## config.mk

```make
export PLATFORM = sky130hd
export DESIGN_NAME = wb_stage_flat
export DESIGN_NICKNAME = d
export VERILOG_FILES = /design/src/rtl/wb_stage_if.sv /design/src/rtl/wb_stage.sv /design/src/flat_wrapper.sv
export SDC_FILE = /design/constraint.sdc
export NUM_CORES = 1
export LEC_CHECK = 0
export BUFFER_PORTS_ARGS = -buffer_cell sky130_fd_sc_hd__buf_2
export CORE_AREA = 2 2 128 130
export DETAILED_ROUTE_END_ITERATION = 6
export DIE_AREA = 0 0 130 132
export GPL_TIMING_DRIVEN = 0
export PLACE_DENSITY = 0.73
export SYNTH_ARGS = -nofsm -noshare
export SYNTH_HDL_FRONTEND = slang
export SYNTH_SLANG_ARGS = --single-unit
```

## constraint.sdc

```tcl
create_clock -name cpu_clk_50M -period 2.8 [get_ports cpu_clk_50M]
set_input_delay 0.56 -clock cpu_clk_50M [delete_from_list [all_inputs] [get_ports cpu_clk_50M]]
set_output_delay 0.56 -clock cpu_clk_50M [all_outputs]
set_load 0.01 [all_outputs]
```

## src/rtl/wb_stage_if.sv

```systemverilog
// MiniMIPS32 MEM->WB bundle: MEM-stage result fields
// plus the data RAM read word that arrives a cycle later.
interface wb_stage_if;
   logic        mem_valid;
   logic [4:0]  mem_wa;
   logic        mem_wreg;
   logic [31:0] mem_dreg;
   logic        mem_mreg;
   logic [2:0]  mem_load_op;
   logic [1:0]  mem_addr_lo;
   logic        mem_whilo;
   logic [63:0] mem_hilo;
   logic [31:0] dm_rdata;

   modport master (
      output mem_valid, mem_wa, mem_wreg, mem_dreg,
      output mem_mreg, mem_load_op, mem_addr_lo,
      output mem_whilo, mem_hilo, dm_rdata
   );

   modport slave (
      input mem_valid, mem_wa, mem_wreg, mem_dreg,
      input mem_mreg, mem_load_op, mem_addr_lo,
      input mem_whilo, mem_hilo, dm_rdata
   );
endinterface

```

## src/rtl/wb_stage.sv

```systemverilog
// MiniMIPS32 MEM->WB pipeline register and writeback datapath:
// load extraction, stall/flush handling, GPR and HI/LO write ports.
module wb_stage (
   input  logic        cpu_clk_50M,
   input  logic        cpu_rst_n,
   input  logic        stall,
   input  logic        flush,
   wb_stage_if.slave   mem,
   output logic [4:0]  wb_wa,
   output logic [31:0] wb_wd,
   output logic        wb_we,
   output logic        wb_whilo,
   output logic [63:0] wb_hilo,
   output logic        wb_misalign
);
   localparam logic [2:0] OP_LW  = 3'd0;
   localparam logic [2:0] OP_LB  = 3'd1;
   localparam logic [2:0] OP_LBU = 3'd2;
   localparam logic [2:0] OP_LH  = 3'd3;
   localparam logic [2:0] OP_LHU = 3'd4;

   logic        valid_q, wreg_q, mreg_q, whilo_q;
   logic [4:0]  wa_q;
   logic [31:0] dreg_q;
   logic [2:0]  op_q;
   logic [1:0]  off_q;
   logic [63:0] hilo_q;
   logic        held_q;
   logic [31:0] rdata_hold_q;

   always_ff @(posedge cpu_clk_50M) begin
      if (!cpu_rst_n) begin
         valid_q      <= 1'b0;
         wreg_q       <= 1'b0;
         mreg_q       <= 1'b0;
         whilo_q      <= 1'b0;
         wa_q         <= '0;
         dreg_q       <= '0;
         op_q         <= '0;
         off_q        <= '0;
         hilo_q       <= '0;
         held_q       <= 1'b0;
         rdata_hold_q <= '0;
      end else if (flush) begin
         valid_q <= 1'b0;
         wreg_q  <= 1'b0;
         mreg_q  <= 1'b0;
         whilo_q <= 1'b0;
         held_q  <= 1'b0;
      end else if (stall) begin
         // RAM word is only valid one cycle; keep it for the release cycle
         if (!held_q && valid_q && mreg_q) begin
            rdata_hold_q <= mem.dm_rdata;
            held_q       <= 1'b1;
         end
      end else begin
         valid_q <= mem.mem_valid;
         wreg_q  <= mem.mem_wreg;
         mreg_q  <= mem.mem_mreg;
         whilo_q <= mem.mem_whilo;
         wa_q    <= mem.mem_wa;
         dreg_q  <= mem.mem_dreg;
         op_q    <= mem.mem_load_op;
         off_q   <= mem.mem_addr_lo;
         hilo_q  <= mem.mem_hilo;
         held_q  <= 1'b0;
      end
   end

   logic [31:0] word_eff;
   logic [7:0]  byte_sel;
   logic [15:0] half_sel;
   logic [31:0] ld_data;
   logic        rsv_op;
   logic        misalign;

   assign word_eff = held_q ? rdata_hold_q : mem.dm_rdata;
   assign byte_sel = word_eff[{off_q, 3'b000} +: 8];
   assign half_sel = (off_q == 2'd0) ? word_eff[15:0] : word_eff[31:16];

   always_comb begin
      ld_data = '0;
      rsv_op  = 1'b0;
      case (op_q)
         OP_LW:   ld_data = word_eff;
         OP_LB:   ld_data = {{24{byte_sel[7]}}, byte_sel};
         OP_LBU:  ld_data = {24'd0, byte_sel};
         OP_LH:   ld_data = {{16{half_sel[15]}}, half_sel};
         OP_LHU:  ld_data = {16'd0, half_sel};
         default: rsv_op  = 1'b1;
      endcase
   end

   assign misalign = valid_q & mreg_q &
      (((op_q == OP_LW) & (off_q != 2'd0)) |
       (((op_q == OP_LH) | (op_q == OP_LHU)) & off_q[0]) |
       rsv_op);

   assign wb_misalign = misalign;
   assign wb_wa       = wa_q;
   assign wb_wd       = mreg_q ? ld_data : dreg_q;
   assign wb_we       = valid_q & wreg_q & (wa_q != 5'd0) & ~misalign & ~stall;
   assign wb_whilo    = valid_q & whilo_q & ~stall;
   assign wb_hilo     = hilo_q;
endmodule

```

## src/flat_wrapper.sv

```systemverilog
// flat-port wrapper written by rule: the top's interface ports become plain ports
module wb_stage_flat 
  (cpu_clk_50M, cpu_rst_n, stall, flush, wb_wa, wb_wd, wb_we, wb_whilo, wb_hilo, wb_misalign, mem_mem_valid, mem_mem_wa, mem_mem_wreg, mem_mem_dreg, mem_mem_mreg, mem_mem_load_op, mem_mem_addr_lo, mem_mem_whilo, mem_mem_hilo, mem_dm_rdata);
  wb_stage_if mem_i ();
  input  logic cpu_clk_50M;
  input  logic cpu_rst_n;
  input  logic stall;
  input  logic flush;
  output logic [4:0] wb_wa;
  output logic [31:0] wb_wd;
  output logic wb_we;
  output logic wb_whilo;
  output logic [63:0] wb_hilo;
  output logic wb_misalign;
  input wire logic [$bits(mem_i.mem_valid)-1:0] mem_mem_valid;
  input wire logic [$bits(mem_i.mem_wa)-1:0] mem_mem_wa;
  input wire logic [$bits(mem_i.mem_wreg)-1:0] mem_mem_wreg;
  input wire logic [$bits(mem_i.mem_dreg)-1:0] mem_mem_dreg;
  input wire logic [$bits(mem_i.mem_mreg)-1:0] mem_mem_mreg;
  input wire logic [$bits(mem_i.mem_load_op)-1:0] mem_mem_load_op;
  input wire logic [$bits(mem_i.mem_addr_lo)-1:0] mem_mem_addr_lo;
  input wire logic [$bits(mem_i.mem_whilo)-1:0] mem_mem_whilo;
  input wire logic [$bits(mem_i.mem_hilo)-1:0] mem_mem_hilo;
  input wire logic [$bits(mem_i.dm_rdata)-1:0] mem_dm_rdata;
  assign mem_i.mem_valid = mem_mem_valid;
  assign mem_i.mem_wa = mem_mem_wa;
  assign mem_i.mem_wreg = mem_mem_wreg;
  assign mem_i.mem_dreg = mem_mem_dreg;
  assign mem_i.mem_mreg = mem_mem_mreg;
  assign mem_i.mem_load_op = mem_mem_load_op;
  assign mem_i.mem_addr_lo = mem_mem_addr_lo;
  assign mem_i.mem_whilo = mem_mem_whilo;
  assign mem_i.mem_hilo = mem_mem_hilo;
  assign mem_i.dm_rdata = mem_dm_rdata;
  wb_stage u_core (.cpu_clk_50M(cpu_clk_50M), .cpu_rst_n(cpu_rst_n), .stall(stall), .flush(flush), .mem(mem_i), .wb_wa(wb_wa), .wb_wd(wb_wd), .wb_we(wb_we), .wb_whilo(wb_whilo), .wb_hilo(wb_hilo), .wb_misalign(wb_misalign));
endmodule
```

==> qor.csv, run 1 <==
metric,value,unit
status,finished with violations,
failing checks,setup timing,
"buffers from clock root to sink, at most",2,
Synthesis Warnings,0,
Worst VDD drop,0.444,mV
via density per instance,5.22,
Vias,6959,
actual slew at the worst max-slew pin,0.699,ns
initial antenna violation count,2,
asr flop ratio synth,0,%
Slew HR,53.2,%
Reg2Reg Depth,6,
initial DRC count,444,
synthesized cell area,0.00698,sq mm
total clock sinks,143,
CTS Buf Count,17,
final worst slack,-0.113,ns
core area,0.0157,sq mm
Tot GR Track Use,26.1,%
Pre-antenna DRT Iters,5,
CTS tree,done,
share of layout cells above drive strength 1,33.4,%
largest net degree at the start of global routing,17,
die area,0.0172,sq mm
WL per Instance,17.1,microns
most common flop cell mapped by yosys,dfxtp_1,
mean area per synthesized cell,8.45,sq um
FP Rows,46,
# diodes,0,
fin nets,1250,
DIE HEIGHT,132,microns
Max Cap Violations,0,
Synth Area in XOR/XNOR,0.125,%
hold slack,0.373,ns
class of the worst hold path,in -> reg,
final-report setup violation count,31,
"Reg clk slew, reported paths",0.06,ns
Post-Synth Adder-Cell Area,0,%
cells after synthesis,826,
H-tree depth,4,
CP Data Required Time,2.24,ns
worst skew pair latency,0.42,ns
I/O pin cnt,250,
largest family of logic cells by synthesized area,compound AO/OA/AOI/OAI gates,
CP max FO,10,
leak pwr,3.86,nW
CTS Root Cell,clkbuf_16,
RSZ-0062 raised after global routing,true,
net count after synthesis,972,
Worst Setup EP,wb_wd[4],
Cell Pwr Density,548,mW/mm^2
Final Critical Period,2.91,ns
final core occ,59.9,%
post-detail-place hpwl,17.2,mm
quantity of hold-fixing buffers added after cts,0,
"Distinct cells, synth",44,
Die Wd,130,microns
Worst Setup End Kind,output pin,
RePlAce Congestion,0.904,
I/O Buffers,249,
Worst EP arrival,2.35,ns
"commonest non-fill, non-tap cell in the layout",nand2_1,
Post-DRT Antenna Nets,0,
first-pass GRT wire length,34.8,mm
synthesized flop and latch total,143,
Synth Area in Compound Gates,23.7,%
r2r setup slk,0.72,ns
DRC violation count after routing,0,
simple-gate share of the synthesized area,19.2,%
P&R area growth vs syn,34.8,%
kind of critical path,reg -> out,
initial core utilization,44.4,%
post-synthesis mux area share,11.3,%
total grt overflow,0,
"Hold Violations, Final",0,
vias in the first global route,6735,
Max Slew Vio Count,0,
# fillers,1441,
most frequent cells in the layout,"nand2_1, buf_2, dfxtp_1",
crit path from,u_core.held_q$_SDFFE_PP0P_,
R2R Path Start,u_core.held_q$_SDFFE_PP0P_,
number of synthesized flops with an enable pin,0,
reg-to-reg endpoint,u_core.rdata_hold_q[13]$_SDFFE_PN0P_,
Post-Route WL,22.8,mm
clk_skew,0.00526,ns
fmax,343,MHz
Final period util,104,%
CP Launch Type,flop,
sequential share of the synthesized area,41.0,%
## synth_stat cells (2+ instances only)
cell type | number | area (sq um)
nor3b_1 | 2 | 15.0
or2_2 | 2 | 12.5
mux4_2 | 15 | 338
mux2i_1 | 39 | 390
nor2_1 | 15 | 56.3
mux2_2 | 4 | 45.0
a32oi_1 | 15 | 131
or4_1 | 2 | 15.0
nand2b_1 | 3 | 18.8
o21a_1 | 15 | 113
o22ai_1 | 7 | 43.8
buf_2 | 18 | 90.1
a22oi_1 | 8 | 60.1
o21ai_0 | 3 | 15.0
nor2b_1 | 2 | 12.5
and3b_1 | 2 | 17.5
clkbuf_1 | 39 | 146
a221o_1 | 7 | 70.1
buf_6 | 4 | 45.0
a21oi_1 | 5 | 25.0
o221a_2 | 7 | 78.8
nand2_1 | 304 | 1140
dfxtp_1 | 143 | 2860
buf_1 | 8 | 30.0
a41oi_2 | 2 | 32.5
a21boi_0 | 132 | 991
a21boi_1 | 6 | 45.0
## layout make-up
class                   count  area (sq um)  area share, %
flip-flops and latches    143          2870           30.5
multi-input cells         611          3910           41.5
repair buffers            261          1380           14.7
clock buffers              19           453           4.81
well taps                 216           270           2.87
clock inverters            13           150           1.60
plain buffers              68           369           3.92
inverters                   2          7.51         0.0798
## kinds of logic (layout without fill, tap and decap cells)
logic type / Yosys count / in the layout
AOI/OAI and AO/OA: 213 / 213
DFF: 143 / 143
buffers and inverters: 72 / 363
muxes: 59 / 59
and+or+nand+nor: 338 / 338
xor gates and xnor gates: 1 / 1
## timing repair
item / 4_1_cts / 5_1_grt
gates cloned: 0 / 3
resized for setup: 33 / 20
pin swaps: 2 / 7
endpoints found under the setup margin: 32 / 31
setup buffers: 5 / 4
## worst min path at each step
stage	start	end	slack [ns]	depth (start not counted)
finish	mem_mem_mreg	u_core.mreg_q$_SDFFE_PP0N_	0.37	3
global route	mem_mem_mreg	u_core.mreg_q$_SDFFE_PP0N_	0.38	3
CTS	mem_mem_mreg	u_core.mreg_q$_SDFFE_PP0N_	0.36	3
detailed placement	u_core.rdata_hold_q[23]$_SDFFE_PN0P_	u_core.rdata_hold_q[23]$_SDFFE_PN0P_	0.45	2
global placement	u_core.rdata_hold_q[23]$_SDFFE_PN0P_	u_core.rdata_hold_q[23]$_SDFFE_PN0P_	0.44	2
floorplan	u_core.rdata_hold_q[15]$_SDFFE_PN0P_	u_core.rdata_hold_q[15]$_SDFFE_PN0P_	0.43	2
## critical path, cell delays in order (launching register included)
cell	delay, ns
dfxtp_4	0.37
buf_8	0.12
buf_2	0.33
mux2i_1	0.43
o22ai_1	0.19
a221o_1	0.35
buf_2	0.14
## power breakdown
part | internal [mW] | switching (mW) | total (mW) | leakage, nW
logic | 0.326 | 0.370 | 0.696 | 2.39
clock network | 1.38 | 0.935 | 2.31 | 0.297
registers | 2.11 | 0.0415 | 2.15 | 1.17
total | 3.81 | 1.35 | 5.16 | 3.86
## routing by layer
metal	vias to the layer above	GRT usage [%]	wire length (microns)
li1	3409	-	-
met1	3201	31.4	9210
met2	314	44.6	11200
met3	31	7.67	1970
met4	4	8.12	382
met5	-	0	30
## state kept, by name, indices dropped and copies added (netlist names)
name	flops
u_core.wb_hilo	64
u_core.dreg_q	32
u_core.rdata_hold_q	32
u_core.wb_wa	5
u_core.op_q	3
u_core.off_q	2
u_core.held_q	1
u_core.mreg_q	1
u_core.valid_q	1
u_core.whilo_q	1
u_core.wreg_q	1
## through the flow
| step | instances | total power, mW | setup slack (ns) | cell area (sq um) | TNS (ns) |
|---|---|---|---|---|---|
| after floorplan | 826 | 2.55 | 0.495 | 6980 | 0 |
| after global placement | 1291 | 2.83 | 0.0408 | 8500 | 0 |
| after detailed placement | 1291 | 2.84 | 0.0421 | 8500 | 0 |
| after CTS | 1328 | 5.17 | -0.0974 | 9260 | -1.48 |
| after global routing | 1333 | 5.35 | -0.137 | 9410 | -3.49 |
| final | 1333 | 5.16 | -0.113 | 9410 | -1.46 |
(Power assumes the default switching activity.)
==> run 2, diff against run 1 <==
--- a/config.mk
+++ b/config.mk
@@ -5,10 +5,12 @@
 export SDC_FILE = /design/constraint.sdc
 export NUM_CORES = 1
 export LEC_CHECK = 0
+export ABC_AREA = 1
 export BUFFER_PORTS_ARGS = -buffer_cell sky130_fd_sc_hd__buf_2
-export CORE_AREA = 2 2 128 130
+export CORE_AREA = 2 2 125 127
+export CTS_CLUSTER_SIZE = 16
 export DETAILED_ROUTE_END_ITERATION = 6
-export DIE_AREA = 0 0 130 132
+export DIE_AREA = 0 0 127 129
 export GPL_TIMING_DRIVEN = 0
 export PLACE_DENSITY = 0.73
 export SYNTH_ARGS = -nofsm -noshare
==> run 2 against run 1 <==
  * The run now ends clean
  * Hold slack got worse by 0.032 ns
  * Maximum frequency increased by 8.8%
  * Clock power about the same
  * Wire length decreased by 0.72%
  * Non-clock buffer count decreased by 13
  * Flip-flop and latch count unchanged
  * Cell area decreased by 6.7%
  * First-iteration DRC count increased by 5.4%
  * Global-route usage increased by 0.99 points
  * Worst setup slack improved by 0.24 ns
==> qor.csv, run 2 <==
metric,value,unit,change
Final period util,95.6,%,-8.4 points
asr flop ratio synth,0,%,unchanged
CP peak stage delay,0.34,ns,-0.09 ns
total grt overflow,0,,unchanged
Worst Setup End Kind,output pin,,
R2R Path Start,u_core.mreg_q$_SDFFE_PP0N_,,
Worst VDD drop,0.432,mV,-2.6%
Worst EP arrival,2.12,ns,-0.23 ns
synthesized flop and latch total,143,,unchanged
Max Slew Vio Count,0,,unchanged
crit path from,u_core.op_q[2]$_SDFFE_PN0P_,,
initial antenna violation count,2,,unchanged
H-tree depth,4,,unchanged
Tot GR Track Use,27.1,%,+0.99 points
worst skew pair latency,0.43,ns,about the same
critical path's slowest cell,dfxtp_1,,
initial core utilization,44.5,%,+0.095 points
I/O pin cnt,250,,unchanged
most frequent cells in the layout,"nand2_1, nor2_1, buf_2",,
Die Wd,127,microns,-2.3%
I/O Buffers,247,,-0.80%
number of flip-flops in the largest register,64,,unchanged
CTS Root Cell,clkbuf_16,,
hold path endpoint,u_core.wb_hilo[19]$_SDFFE_PN0P_,,
WL per Instance,14.9,microns,-13%
status,"finished, final reports clean",,
first-pass GRT wire length,34.8,mm,about the same
DRC violation count after routing,0,,unchanged
via density per instance,4.99,,-4.4%
post-detail-place hpwl,17.3,mm,+0.82%
most common flop cell mapped by yosys,dfxtp_1,,
Hold Path Origin,mem_mem_hilo[19],,
"Reg clk slew, reported paths",0.07,ns,about the same
CP max FO,10,,unchanged
clk_skew,0.00721,ns,+0.00195 ns
total design power,5.36,mW,+3.8%
fmax,374,MHz,+8.8%
Max Cap Violations,0,,unchanged
hold path depth,3,,unchanged
P&R area growth vs syn,31.6,%,
net count after synthesis,1193,,+23%
DIE HEIGHT,129,microns,-2.3%
reg-to-reg endpoint,u_core.rdata_hold_q[11]$_SDFFE_PN0P_,,
"commonest non-fill, non-tap cell in the layout",nand2_1,,
Synth area leader,dfxtp_1,,
total clock sinks,143,,unchanged
CP Cell Sequence,"inv_1, nand3_1, o21ai_4, buf_2, nand3_1, nand3_1, nand2_1, nand2_1, buf_2",,
Final Critical Period,2.68,ns,-0.236 ns
"Distinct cells, synth",21,,-52%
quantity of hold-fixing buffers added after cts,0,,unchanged
# diodes,0,,unchanged
Post-synth top cells,"nand2_1, nor2_1, o21ai_0, dfxtp_1, nand3_1",,
"Hold Violations, Final",0,,unchanged
fin nets,1460,,+17%
leak pwr,4.65,nW,+20%
class of the worst hold path,in -> reg,,
CTS tree,done,,
Vias,7562,,+8.7%
Slew HR,59.0,%,+5.8 points
die area,0.0164,sq mm,-4.5%
Reg2Reg Depth,7,,+1
synthesized cell area,0.00667,sq mm,-4.5%
actual slew at the worst max-slew pin,0.615,ns,-0.0840 ns
vias in the first global route,7068,,+4.9%
setup_tns,0,ns,+1.46 ns
kind of critical path,reg -> out,,
largest net degree at the start of global routing,17,,unchanged
core area,0.0150,sq mm,-4.7%
Area contributors post-synth,"dfxtp_1, nand2_1, nor2_1",,
share of layout cells above drive strength 1,23.9,%,-9.5 points
r2r setup slk,1.17,ns,+0.45 ns
Post-Route WL,22.6,mm,-0.72%
# fillers,1475,,+2.4%
CTS Buf Count,17,,unchanged
Post-DRT Antenna Nets,0,,unchanged
Synthesis Warnings,0,,unchanged
Synth top area share,42.9,%,+1.9 points
cells after synthesis,1047,,+27%
RePlAce Congestion,0.946,,+4.7%
Cell Pwr Density,610,mW/mm^2,+11%
Multi-input gate area,0.00343,sq mm,-12%
FP Rows,45,,-2.2%
"buffers from clock root to sink, at most",2,,unchanged
Critical Path Most Common Cell,nand3_1,,
register area,0.00286,sq mm,-0.22%
mean area per synthesized cell,6.37,sq um,-25%
CP Launch Type,flop,,
initial DRC count,468,,+5.4%
final-report setup violation count,0,,-100%
number of synthesized flops with an enable pin,0,,unchanged
CP Data Required Time,2.24,ns,about the same
"count leader, synth",nand2_1,,
Pre-antenna DRT Iters,5,,unchanged
sequential share of the synthesized area,42.9,%,+1.9 points
## run 2: changes by cell type after synthesis, sizes merged, moves of 18 or more
cell	before	now
nor2	15	274
o21ai	4	147
a21boi	138	0
nand3	2	67
mux2i	39	0
a21oi	5	24
inv	1	19
## run 2: stage by stage
step	area (sq um)	setup WS [ns]	utilization [%]	hold slack (ns)	instances
floorplan	6670	0.934	-	0.429	1047
global placement	8140	0.516	54.4	0.443	1482
detailed placement	8140	0.515	54.4	0.453	1482
CTS	8740	0.0609	58.4	0.335	1514
global route	8780	-0.0314	58.6	0.345	1515
finish	8780	0.123	58.6	0.342	1515
## run 2: final cells by class
class	instances	area share [%]
buffer	68	3.82
clock buffer	18	5.00
clock inverter	14	1.84
inverter	19	0.813
multi-input combinational	817	39.1
sequential	143	32.6
tap	188	2.68
timing repair buffer	248	14.2
## run 2: how the worst max path moves through the flow
| stage | slack [ns] | end | cells past startpoint |
|---|---|---|---|
| floorplan | 0.93 | wb_wd[18] | 11 |
| global placement | 0.52 | wb_wd[1] | 10 |
| detailed placement | 0.51 | wb_wd[30] | 13 |
| CTS | 0.06 | wb_wd[1] | 10 |
| global route | -0.03 | wb_wd[14] | 11 |
| finish | 0.12 | wb_wd[15] | 9 |
## run 2: power breakdown
| group | internal, mW | leakage [nW] | switching (mW) |
|---|---|---|---|
| sequential | 2.14 | 1.17 | 0.0519 |
| combinational | 0.321 | 3.18 | 0.518 |
| clock | 1.30 | 0.298 | 1.03 |
| total | 3.76 | 4.65 | 1.60 |
## run 2: cells by family (layout without fill, tap and decap cells)
family                 after synthesis  in the layout  synth area share, %
buffers and inverters               87            367                 6.02
AOI/OAI and AO/OA                  171            171                 12.9
and+or+nand+nor                    646            646                 38.2
DFF                                143            143                 42.9
## run 2: critical path: cells and delay by family, from the launching register on
family	cells	cell delay, ns
DFF	1	0.34
buffers and inverters	3	0.59
AOI/OAI and AO/OA	1	0.16
and+or+nand+nor	5	0.59
## run 2: timing repair
| item | in CTS | in global routing |
|---|---|---|
| endpoints found under the hold margin | 0 | 0 |
| setup endpoints to repair | 0 | 16 |
| setup buffers | 0 | 1 |
| resized for setup | 0 | 8 |
## run 2: routing by layer
metal / track usage (%) / part of all wire (%) / vias to the layer above / wire length, microns
met1: 31.6 / 42 / 3352 / 9390
li1: - / - / 3879 / -
met2: 46.0 / 47 / 270 / 10700
met5: 0 / 0.12 / - / 27
met4: 12.5 / 3.7 / 4 / 836
met3: 8.11 / 7.2 / 57 / 1620
